[config.mk]
export PLATFORM = sky130hd
export DESIGN_NAME = simd_adder_rr_scheduler
export DESIGN_NICKNAME = d
export VERILOG_FILES = /design/src/rtl/simd_adder_rr_scheduler.sv
export SDC_FILE = /design/constraint.sdc
export NUM_CORES = 1
export LEC_CHECK = 0
export CAP_MARGIN = 25
export CORE_AREA = 5 5 209 211
export DETAILED_ROUTE_END_ITERATION = 10
export DIE_AREA = 0 0 214 216
export SLEW_MARGIN = 20
export SYNTH_ARGS = -nofsm -noshare
export SYNTH_HDL_FRONTEND = slang
export SYNTH_SLANG_ARGS = --single-unit
[constraint.sdc]
create_clock -name ap_clk -period 3.4 [get_ports ap_clk]
set_input_delay 0.68 -clock ap_clk [delete_from_list [all_inputs] [get_ports ap_clk]]
set_output_delay 0.68 -clock ap_clk [all_outputs]
set_load 0.05 [all_outputs]
[src/rtl/simd_adder_rr_scheduler.sv]
// simd_adder_rr_scheduler
//   Shares one LANES-wide SIMD adder (LATENCY-cycle, ce-gated pipeline) between
//   N_REQ requesters. A round-robin arbiter issues at most one operation per
//   enabled cycle. A tag pipeline follows each operation through the adder so
//   that its result can be steered back to the requester that issued it.
//   A flush request stops new grants and waits until the adder has drained.
//
// Ports
//   ap_clk, ap_rst       clock, synchronous active-high reset
//   ap_ce                global enable; this block is frozen when it is low
//   req_vld/req_a/req_b  per-requester operands, requester i at [W*i +: W]
//   req_rdy              one-hot grant (combinational)
//   flush, flush_done    drain handshake (flush is held until flush_done is seen)
//   add_ce/add_start     enable and issue strobe to the shared adder
//   add_a/add_b, add_z   adder operands and result
//   res_data, res_vld    result word and one-hot owner of that result
//   busy                 at least one operation is inside the adder
//   op_count             transfer counter (present only with SIMD_SCHED_STATS_EN)
//
// Build option
//   SIMD_SCHED_STATS_EN  adds op_count[31:0]: +1 per transfer, wraps, cleared by
//                        reset and when the block leaves DONE for RUN.
//
// LATENCY must be at least 2.

module simd_adder_rr_scheduler #(
  parameter int N_REQ   = 4,
  parameter int LANES   = 4,
  parameter int LW      = 11,
  parameter int LATENCY = 2
) (
  input  logic                        ap_clk,
  input  logic                        ap_rst,
  input  logic                        ap_ce,
  input  logic [N_REQ-1:0]            req_vld,
  input  logic [N_REQ*LANES*LW-1:0]   req_a,
  input  logic [N_REQ*LANES*LW-1:0]   req_b,
  output logic [N_REQ-1:0]            req_rdy,
  input  logic                        flush,
  output logic                        flush_done,
  output logic                        add_ce,
  output logic                        add_start,
  output logic [LANES*LW-1:0]         add_a,
  output logic [LANES*LW-1:0]         add_b,
  input  logic [LANES*LW-1:0]         add_z,
  output logic [LANES*LW-1:0]         res_data,
  output logic [N_REQ-1:0]            res_vld,
  output logic                        busy
`ifdef SIMD_SCHED_STATS_EN
  ,
  output logic [31:0]                 op_count
`endif
);

  localparam int W    = LANES * LW;
  localparam int IDW  = (N_REQ > 1) ? $clog2(N_REQ) : 1;
  localparam int IDW1 = IDW + 1;

  typedef enum logic [1:0] {
    S_RUN   = 2'd0,
    S_DRAIN = 2'd1,
    S_DONE  = 2'd2
  } state_t;

  state_t           r_state;
  state_t           w_state_next;
  logic [IDW-1:0]   r_ptr;
  logic [IDW-1:0]   w_ptr_next;

  logic             r_tag_vld [LATENCY];
  logic [IDW-1:0]   r_tag_id  [LATENCY];

  logic             w_grant_en;
  logic             w_found;
  logic [IDW-1:0]   w_gnt_id;
  logic [IDW1-1:0]  w_idx;
  logic [N_REQ-1:0] w_gnt;
  logic             w_busy;
  logic             w_pending;

  // Grants only while running, enabled, out of reset and with no flush pending;
  // flush therefore wins over a simultaneous request.
  assign w_grant_en = ap_ce & ~ap_rst & (r_state == S_RUN) & ~flush;

  // Round-robin search starting at r_ptr, wrapping modulo N_REQ.
  always_comb begin
    w_idx    = '0;
    w_gnt_id = '0;
    w_found  = 1'b0;
    w_gnt    = '0;
    if (w_grant_en) begin
      for (int k = 0; k < N_REQ; k++) begin
        w_idx = IDW1'(r_ptr) + IDW1'(k);
        if (w_idx >= IDW1'(N_REQ)) begin
          w_idx = w_idx - IDW1'(N_REQ);
        end
        if (!w_found && req_vld[w_idx[IDW-1:0]]) begin
          w_found  = 1'b1;
          w_gnt_id = w_idx[IDW-1:0];
        end
      end
      if (w_found) begin
        w_gnt[w_gnt_id] = 1'b1;
      end
    end
  end

  assign w_ptr_next = (w_gnt_id == IDW'(N_REQ - 1)) ? '0 : w_gnt_id + 1'b1;

  assign req_rdy   = w_gnt;
  assign add_ce    = ap_ce;
  assign add_start = w_found;
  assign add_a     = w_found ? req_a[w_gnt_id*W +: W] : '0;
  assign add_b     = w_found ? req_b[w_gnt_id*W +: W] : '0;
  assign res_data  = add_z;

  // busy: anything in flight. w_pending: anything that will still be in flight
  // after the next enabled edge (the last stage delivers its result this cycle).
  always_comb begin
    w_busy    = 1'b0;
    w_pending = 1'b0;
    for (int s = 0; s < LATENCY; s++) begin
      w_busy = w_busy | r_tag_vld[s];
      if (s < LATENCY - 1) begin
        w_pending = w_pending | r_tag_vld[s];
      end
    end
  end

  assign busy = w_busy;

  always_comb begin
    res_vld = '0;
    if (ap_ce && !ap_rst && r_tag_vld[LATENCY-1]) begin
      res_vld[r_tag_id[LATENCY-1]] = 1'b1;
    end
  end

  // Control FSM: next state
  always_comb begin
    w_state_next = r_state;
    flush_done   = 1'b0;
    case (r_state)
      S_RUN: begin
        if (flush) begin
          w_state_next = S_DRAIN;
        end
      end
      S_DRAIN: begin
        if (!w_pending) begin
          w_state_next = S_DONE;
        end
      end
      S_DONE: begin
        flush_done = 1'b1;
        if (!flush) begin
          w_state_next = S_RUN;
        end
      end
      default: begin
        w_state_next = S_RUN;
      end
    endcase
  end

  // Control FSM: state register and arbitration pointer
  always_ff @(posedge ap_clk) begin
    if (ap_rst) begin
      r_state <= S_RUN;
      r_ptr   <= '0;
    end else if (ap_ce) begin
      r_state <= w_state_next;
      if (w_found) begin
        r_ptr <= w_ptr_next;
      end
    end
  end

  // Tag pipeline stage 0 captures the issue; later stages shift on enabled cycles.
  always_ff @(posedge ap_clk) begin
    if (ap_rst) begin
      r_tag_vld[0] <= 1'b0;
      r_tag_id[0]  <= '0;
    end else if (ap_ce) begin
      r_tag_vld[0] <= w_found;
      r_tag_id[0]  <= w_gnt_id;
    end
  end

  genvar gi;
  generate
    for (gi = 1; gi < LATENCY; gi++) begin : g_tag_stage
      always_ff @(posedge ap_clk) begin
        if (ap_rst) begin
          r_tag_vld[gi] <= 1'b0;
          r_tag_id[gi]  <= '0;
        end else if (ap_ce) begin
          r_tag_vld[gi] <= r_tag_vld[gi-1];
          r_tag_id[gi]  <= r_tag_id[gi-1];
        end
      end
    end
  endgenerate

`ifdef SIMD_SCHED_STATS_EN
  logic [31:0] r_op_count;

  always_ff @(posedge ap_clk) begin
    if (ap_rst) begin
      r_op_count <= '0;
    end else if (ap_ce) begin
      if (r_state == S_DONE && w_state_next == S_RUN) begin
        r_op_count <= '0;
      end else if (w_found) begin
        r_op_count <= r_op_count + 32'd1;
      end
    end
  end

  assign op_count = r_op_count;
`endif

endmodule

==> run_results.csv <==
group,metric,value,unit
sta,period_minus_slack,3.380,ns
outcome,status,"completed",
global_routing,antenna_found_initial,3,
clocking,clk_path_buf_depth,2,
layout,drive_gt1_share,31.24,%
yosys,synth-edff-count,6,
sta,finalMaxSlewViolations,0,
sta,hold_viol,0,
global_routing,grt_pass1_vias,6108,
yosys,ys.flop_type,"edfxtp_1",
sta,rsz0062_at_grt,"true",
yosys,yosys_warnings,0,
setup_path,rrSetupSlack,1.38,ns
global_routing,grt_overflow,0,
placement,portBuffers,459,
clocking,clkTransAtPathRegs,0.04,ns
drt,drtIter0Drc,139,
sta,fin_crit_sh,99.42,%
power_and_ir_drop,leakage,4.088,nW
setup_path,path_cells,"clkdlybuf4s50_1, nor3_2, and3_4, or3b_4, buf_12, buf_4, o22ai_2, buf_12",
drt,wl_per_cell,19.09,um
yosys,async_flop_share,0,%
floorplan,dieHeight,216,um
power_and_ir_drop,irDropWorstVdd,0.1177,mV
clocking,h-tree-depth,1,
floorplan,die-width,214,um
global_routing,grt_max_degree,34,
floorplan,num_rows,75,
power_and_ir_drop,power_density,173.8,mW/mm^2
clocking,cts_tree,"yes",
floorplan,io-pin-count,548,
flow_run,drv_cap,0,
clocking,cts_root_buf,"clkbuf_16",
setup_path,critical_path_class,"input port to primary output",
setup_path,worstReg2RegStart,"r_ptr[1]$_SDFFE_PP0P_",
floorplan,initial_core_util,8.274,%
sta,fmax,0.2958,GHz
layout,synthToLayoutAreaGrowth,212.1,%
setup_path,slowest_stage,"clkdlybuf4s50_1",
drt,ant_nets,0,
placement,place_congestion,0.8391,
setup_path,worstPathRequired,2.72,ns
drt,viasPerCell,3.753,
min_path,hp-class,"flip-flop to flip-flop",
yosys,synth_top_area_cell,"mux2i_1",
global_routing,grt_pass1_wl,38.54,mm
setup_path,start_kind,"input port",
min_path,holdPathEnd,"r_tag_id[1][1]$_SDFFCE_PP0P_",
global_routing,grt_usage,10.87,%
sta,clock_skew,0.002420,ns
yosys,ys_types,30,
min_path,hold_depth,1,
setup_path,cpPeakStageDelay,0.44,ns
yosys,yosys-top-cells-area,"mux2i_1 52%, o22ai_1 16%, buf_4 10%",
yosys,syn-num-nets,816,
setup_path,reg2regPathDepth,9,
drt,vias,5367,
layout,fin_util,25.82,%
setup_path,cp.arrival,2.70,ns
placement,hpwlAfterDp,23.33,mm
yosys,syn_area_per_cell,8.348,sq um
layout,finalNetCount,1295,
drt,routed_wl,27.30,mm
clocking,clock_latency,0.23,ns
layout,fill_cells,4374,
floorplan,core,0.04157,sq mm
yosys,ys_ff_latch,10,
yosys,ys_seq_area_share,7.566,%
clocking,cts.sinks,10,
sta,setup_violations,0,
setup_path,critPathMostFrequentCell,"buf_12",
setup_path,cp-end-kind,"primary output",
drt,drc,0,
clocking,cts_inserted_buffers,3,
yosys,synth_top_area_share,51.51,%
sta,slew_headroom,65.73,%
power_and_ir_drop,finalPower,1.865,mW
sta,tightest_slew,0.5125,ns
drt,dr.pass1.iters,4,
setup_path,cp_max_fo,33,
min_path,hp-start,"r_tag_id[0][1]$_SDFFCE_PP0P_",
yosys,syn_area,0.003440,sq mm
floorplan,fp.dieArea,0.04622,sq mm
setup_path,rr_endpoint,"r_ptr[1]$_SDFFE_PP0P_",
yosys,synthCells,412,
-- synthesized netlist by cell type, drive strengths merged (2+ instances only) --
| library cell | number |
|---|---|
| mux2i | 177 |
| o22ai | 88 |
| buf | 79 |
| nor2 | 9 |
| clkbuf | 6 |
| edfxtp | 6 |
| inv | 5 |
| nor3 | 5 |
| a21oi | 4 |
| and2 | 4 |
| dfxtp | 4 |
| and3 | 3 |
| nor2b | 3 |
| o21ai | 3 |
| or2 | 3 |
| nand2 | 2 |
| nand2b | 2 |
| nor4 | 2 |
-- stage by stage --
stage / setup TNS, ns / hold WS (ns) / instances / cell area (sq um) / setup WS, ns
2_1_floorplan: -0.04825 / 0.4892 / 412 / 3440 / -0.005361
3_3_place_gp: -6.120 / 0.5024 / 1416 / 9933 / -0.5328
3_5_place_dp: -7.576 / 0.5084 / 1416 / 9933 / -0.5172
4_1_cts: -0.2049 / 0.5180 / 1429 / 10520 / -0.05118
5_1_grt: -0.7819 / 0.5292 / 1430 / 10740 / -0.05783
6_report: 0 / 0.5165 / 1430 / 10740 / 0.01983
-- worst max-delay path by stage --
stage	start	to	slack (ns)	cells after the start
2_1_floorplan	ap_ce	add_b[34]	-0.005	8
3_3_place_gp	req_vld[0]	add_b[11]	-0.53	10
3_5_place_dp	req_vld[2]	add_b[11]	-0.52	7
4_1_cts	flush	add_a[10]	-0.05	8
5_1_grt	flush	add_a[25]	-0.06	8
6_report	flush	add_a[25]	0.02	8
-- cells by family (layout without fill, tap and decap cells) --
group                  after synthesis  in the layout  synth area share, %
DFF                                 10             10                7.566
muxes                              177            177                51.51
other                                0              1                    0
AOI/OAI and AO/OA                   96             96                17.39
and+or+nand+nor                     39             39                6.802
buffers and inverters               90            568                16.73
-- worst max-delay path, delay by kind of cell --
| family | cells | cell delay, ns |
|---|---|---|
| AO/OA/AOI/OAI | 1 | 0.23 |
| AND/OR/NAND/NOR | 3 | 0.77 |
| buffers and inverters | 4 | 0.98 |
-- placed cells by master (no fill, tap or decap), drive strengths merged, types with 3 or more instances in the layout --
cell and n:
clkdlybuf4s50 358, buf 195, mux2i 177, o22ai 88
nor2 9, edfxtp 6, inv 5, clkbuf 5
nor3 5, and2 4, dlygate4sd2 4, dfxtp 4
a21oi 4, or2 3, nor2b 3, and3 3
o21ai 3
-- cell type report --
cell class / instances / area [sq um] / share of cell area (%)
multi-input cells: 312 / 3132 / 29.17
clock buffers: 4 / 88.84 / 0.8275
diodes: 1 / 2.502 / 0.02331
well taps: 539 / 674.4 / 6.282
inverters: 5 / 18.77 / 0.1748
repair buffers: 559 / 6559 / 61.10
flip-flops and latches: 10 / 260.3 / 2.424
-- repair_timing --
item	CTS	global route
cloned	2	1
gates resized for setup	63	39
setup endpoints to repair	89	79
hold buffers	0	0
pin swaps	4	1
setup buffers	7	0
-- flip-flops by register name, indices dropped and copies added (netlist names) --
signal and count:
r_tag_id 4, r_ptr 2, r_state 2, r_tag_vld 2
-- where the power goes --
group	internal (mW)	total, mW	switching (mW)
sequential	0.136	0.143	0.00649
combinational	0.876	1.49	0.617
clock	0.177	0.230	0.0535
-- layer usage --
metal / track usage (%) / up-vias / part of all wire (%)
li1: - / 2507 / -
met1: 10.30 / 2464 / 33
met2: 21.50 / 350 / 54
met3: 4.288 / 44 / 9.4
met4: 3.242 / 2 / 3.5
met5: 0 / - / 0.026
Power figures use the tool's default switching activity.
==> RTL change 1: new RTL, same settings <==
Set the parameter `LANES` to 2 (it was 4).
--- a/src/rtl/simd_adder_rr_scheduler.sv
+++ b/src/rtl/simd_adder_rr_scheduler.sv
@@ -26,5 +26,5 @@
 module simd_adder_rr_scheduler #(
   parameter int N_REQ   = 4,
-  parameter int LANES   = 4,
+  parameter int LANES   = 2,
   parameter int LW      = 11,
   parameter int LATENCY = 2
Ports: changed (6 resized); port bits go from 548 to 284. No check against the original RTL was run, so the function may have changed too.
==> RTL change 1 against the original RTL <==
  * Sequential share of layout area rose by 1.8 points
  * Setup slack better by 0.028 ns
  * Sequential cell count unchanged
  * Sequential power about the same
  * Largest power group unchanged
  * Area after synthesis shrank 40%
  * Final area decreased by 42%
  * Core utilization shrank 11 points
  * Global-route usage is 5.6 points lower
  * Fmax is 0.84% higher
  * Clock power down 8%
  * Wire length fell by 47%
  * Largest cell class unchanged
  * Clock skew decreased by 0.00090 ns
  * First-iteration DRC count down 62%
  * Power down 42%
==> RTL change 1: results <==
power_and_ir_drop:
  power.internal_uw: 723
  p_leak_nw: 2.23
  combPwrFrac: 0.671
yosys:
  avgSynthCellArea_um2: 8.66
  syn_nets: 445
  netlist.area_leader.share: 0.430
  synth_area_leaders: "mux2i_1 43%, o22ai_1 13%, buf_4 9.8%"
  synth_commonest_cells: "89 x mux2i_1, 44 x o22ai_1, 27 x buf_4"
  yosysSeqAreaShare: 0.126
  yosysUniqueCellTypes: 33
  synth_flop_cell: "edfxtp_1"
global_route:
  grt_pass1_wl_um: 18800
  antenna_found_initial: 2
  grt_use_total: 0.0527
  grt_pass1_vias: 3206
setup_path:
  path_max_fanout: 7
  cp.arrival_ns: 2.67
  r2r_slack_ns: 1.34
  slowest_stage: "clkdlybuf4s50_1"
  crit_family: "buffers and inverters"
placement:
  gp_congestion: 0.794
  io_buffers: 239
  dp_hpwl_um: 11000
  dp_slack_ns: -0.133
final_layout:
  diodes: 0
  nNetsFinal: 697
  fill_cells: 4692
  area_delta_synth_final_pct: 201
detailed_routing:
  drt_iter0_drc: 53
  via_per_inst: 2.89
  wl_um: 14600
  post_drt_wl_per_cell_um: 14.1
  dr.pass1.iters: 4
status:
  status: "finished clean"
sta:
  tightest_slew_ns: 0.554
  holdWs_ns: 0.519
  clock_skew_ns: 0.00152
  min_period_ns: 3.35
==> RTL change 1: cell count changes in the layout (fill, tap and decap cells not counted), moves of 3 or more <==
cell	change
buf_6	-4
buf_4	-38
dlymetal6s2s_1	+5
mux2i_2	+8
clkdlybuf4s50_1	-178
mux2i_1	-95
o22ai_2	-21
o22ai_4	-10
o22ai_1	-13
buf_12	-53
dlygate4sd2_1	-3
clkbuf_16	+4
==> RTL change 1: metal layers <==
layer,vias to the layer above,GRT usage,wire (um)
met1,1348,0.0579,5540
met5,-,0,13
met3,36,0.0178,1210
met4,2,0.0195,711
li1,1392,-,-
met2,198,0.0944,7080
==> RTL change 1: final timing paths <==
path,startpoint,cells after the start,endpoint
min reg2reg,r_tag_id[0][0],1,r_tag_id[1][0]
max reg2reg,r_ptr[1],9,r_ptr[1]
min,r_tag_id[0][0],1,r_tag_id[1][0]
max,req_vld[1],10,add_b[4]
==> RTL change 1: final cells by class <==
| cell class | instances | area share |
|---|---|---|
| timing repair buffer | 290 | 0.557 |
| multi-input combinational | 180 | 0.276 |
| tap | 539 | 0.108 |
| sequential | 10 | 0.0418 |
| clock buffer | 3 | 0.0120 |
| inverter | 6 | 0.00361 |
| clock inverter | 1 | 0.000602 |
==> RTL change 1: logic make-up (layout without fill, tap and decap cells) <==
family          Yosys count  in the layout  share of synthesized area
simple gates             38             38                      0.114
buf+inv                  49            300                      0.170
mux                      89             89                      0.430
flops                    10             10                      0.126
compound gates           53             53                      0.161
==> RTL change 1: what timing repair did <==
item / 4_1_cts / 5_1_grt
setup endpoints to repair: 42 / 45
endpoints found under the hold margin: 0 / 0
setup buffers: 5 / 3
gates cloned: 1 / 5
resized for setup: 14 / 51
pin swaps: 2 / 5
==> RTL change 2: new RTL, config.mk and constraints unchanged <==
Made on the original files. The 3 states of `state_t` get a one-hot encoding in 3 bits.
--- a/src/rtl/simd_adder_rr_scheduler.sv
+++ b/src/rtl/simd_adder_rr_scheduler.sv
@@ -57,8 +57,8 @@
   localparam int IDW1 = IDW + 1;
 
-  typedef enum logic [1:0] {
-    S_RUN   = 2'd0,
-    S_DRAIN = 2'd1,
-    S_DONE  = 2'd2
+  typedef enum logic [2:0] {
+    S_RUN   = 3'b001,
+    S_DRAIN = 3'b010,
+    S_DONE  = 3'b100
   } state_t;
 
Formal check against the unedited RTL: same outputs for any inputs over 4 cycles, from zero or initial values and one cycle with ap_rst high; so few cycles prove little.
==> RTL change 2 against the original RTL <==
  * Power grew 5.5%
  * The run now ends with negative setup slack left
  * Area after synthesis up 2.7%
  * Clock skew decreased by 0.0017 ns
  * Sequential cell count rose by 1
  * Wire length is 7.5% lower
  * Via count down 2.1%
  * Core utilization increased by 1.0 points
  * Setup slack lost 0.020 ns
  * Critical path type unchanged
  * Final area increased by 4.0%
==> RTL change 2: results <==
status:
  status: "finished with violations"
  violations: "negative setup slack"
cts:
  clk_path_buf_depth: 2
  cts_max_level: 1
  cts-root-buf: "clkbuf_16"
  cts_made_buffers: 3
  insertion_delay_ns: 0.24
yosys:
  synth_commonest_cells: "177 x mux2i_1, 88 x o22ai_1, 51 x buf_4"
  yosysSeqAreaShare: 0.0793
  synth-edff-count: 6
  syn_nets: 829
  async_reset_ff_frac: 0
  ys.warnings.count: 0
  synth_area_leaders: "mux2i_1 50%, o22ai_1 16%, buf_4 11%"
  yosysUniqueCellTypes: 38
  synthCells: 425
sta:
  tightest_slew_ns: 0.568
  fin_setup_tns_ns: -0.000106
  clock_skew_ns: 0.000704
  fin_ws_ns: -0.000106
  setup_viol: 1
  holdWs_ns: 0.514
setup_path:
  critPathCapture: "add_b[6]"
  r2r-start: "r_state[1]"
  cp.arrival_ns: 2.72
  reg2reg_to: "r_ptr[1]"
  path_max_fanout: 49
  r2r_slack_ns: 0.93
  startpoint: "ap_rst"
  r2r_cells: 7
final_layout:
  drive_above_1_share: 0.339
  diodes: 0
  fill_cells: 4351
  utilization: 0.269
  nNetsFinal: 1297
global_route:
  grt_pass1_vias: 5930
  grt_pass1_wl_um: 36000
  antenna_found_initial: 1
  grt_max_degree: 50
  grt_use_total: 0.0990
placement:
  io_buffers: 459
  placed_cells: 1417
  dp_hpwl_um: 21000
  gp_congestion: 0.839
  dp_slack_ns: -0.284
  dpl_cell_area_um2: 10600
min_path:
  min_to: "r_tag_id[1][1]"
  min-delay-start: "r_tag_id[0][1]"
  hold_depth: 1
detailed_routing:
  wl_um: 25200
  drt_iter0_drc: 137
  post_drt_wl_per_cell_um: 17.6
  vias: 5256
power_and_ir_drop:
  vdd_drop_max_v: 0.000134
  p_leak_nw: 4.64
  switching_share: 0.380
==> RTL change 2: changes by cell type after synthesis, moves of 2 or more <==
cell      delta
inv_1        +2
or3b_2       +3
nor3_1       -5
buf_2       -24
buf_1        +7
buf_4        +3
nand2b_1     +2
nor2_1       -2
a21o_1       +2
nand2_1      +5
clkbuf_1    +13
==> RTL change 2: what timing repair did <==
| item | in CTS | in global routing |
|---|---|---|
| setup endpoints to repair | 88 | 53 |
| gates cloned | 4 | 2 |
| pin swaps | 2 | 14 |
| endpoints found under the hold margin | 0 | 0 |
| hold buffers | 0 | 0 |
| resized for setup | 18 | 41 |
| setup buffers | 4 | 0 |
==> RTL change 2: kinds of logic (layout without fill, tap and decap cells) <==
group           after synthesis  after routing  synth area share
buf+inv                      91            558             0.159
flops                        11             11            0.0793
simple gates                 43             43            0.0744
compound gates              103            103             0.186
mux                         177            177             0.501
==> RTL change 2: critical path: stages <==
cell and delay (ns):
dlygate4sd2_1 0.25, nand2b_4 0.15, or4_4 0.48, or3_4 0.39
buf_12 0.21, o22ai_2 0.29, buf_12 0.17
==> RTL change 2: cell type report <==
cell class	instances	area share
Timing Repair Buffer	547	0.584
Sequential cell	11	0.0256
Multi-Input combinational cell	323	0.320
Tap cell	539	0.0604
Clock buffer	4	0.00706
Inverter	7	0.00269
==> RTL change 2: metal layers <==
layer  vias up  track usage  wire length [um]
met5         -            0                20
met4         2       0.0219               442
met3        23       0.0290              1780
met2       260        0.191             13700
met1      2433        0.106              9310
li1       2538            -                 -
==> RTL change 2: power groups by stage <==
stage	clock network, mW	logic [mW]	registers (mW)
after floorplan	0	0.777	0.157
after global placement	0	1.49	0.159
after detailed placement	0	1.50	0.160
after CTS	0.225	1.54	0.158
after global routing	0.229	1.67	0.160
final	0.223	1.59	0.158
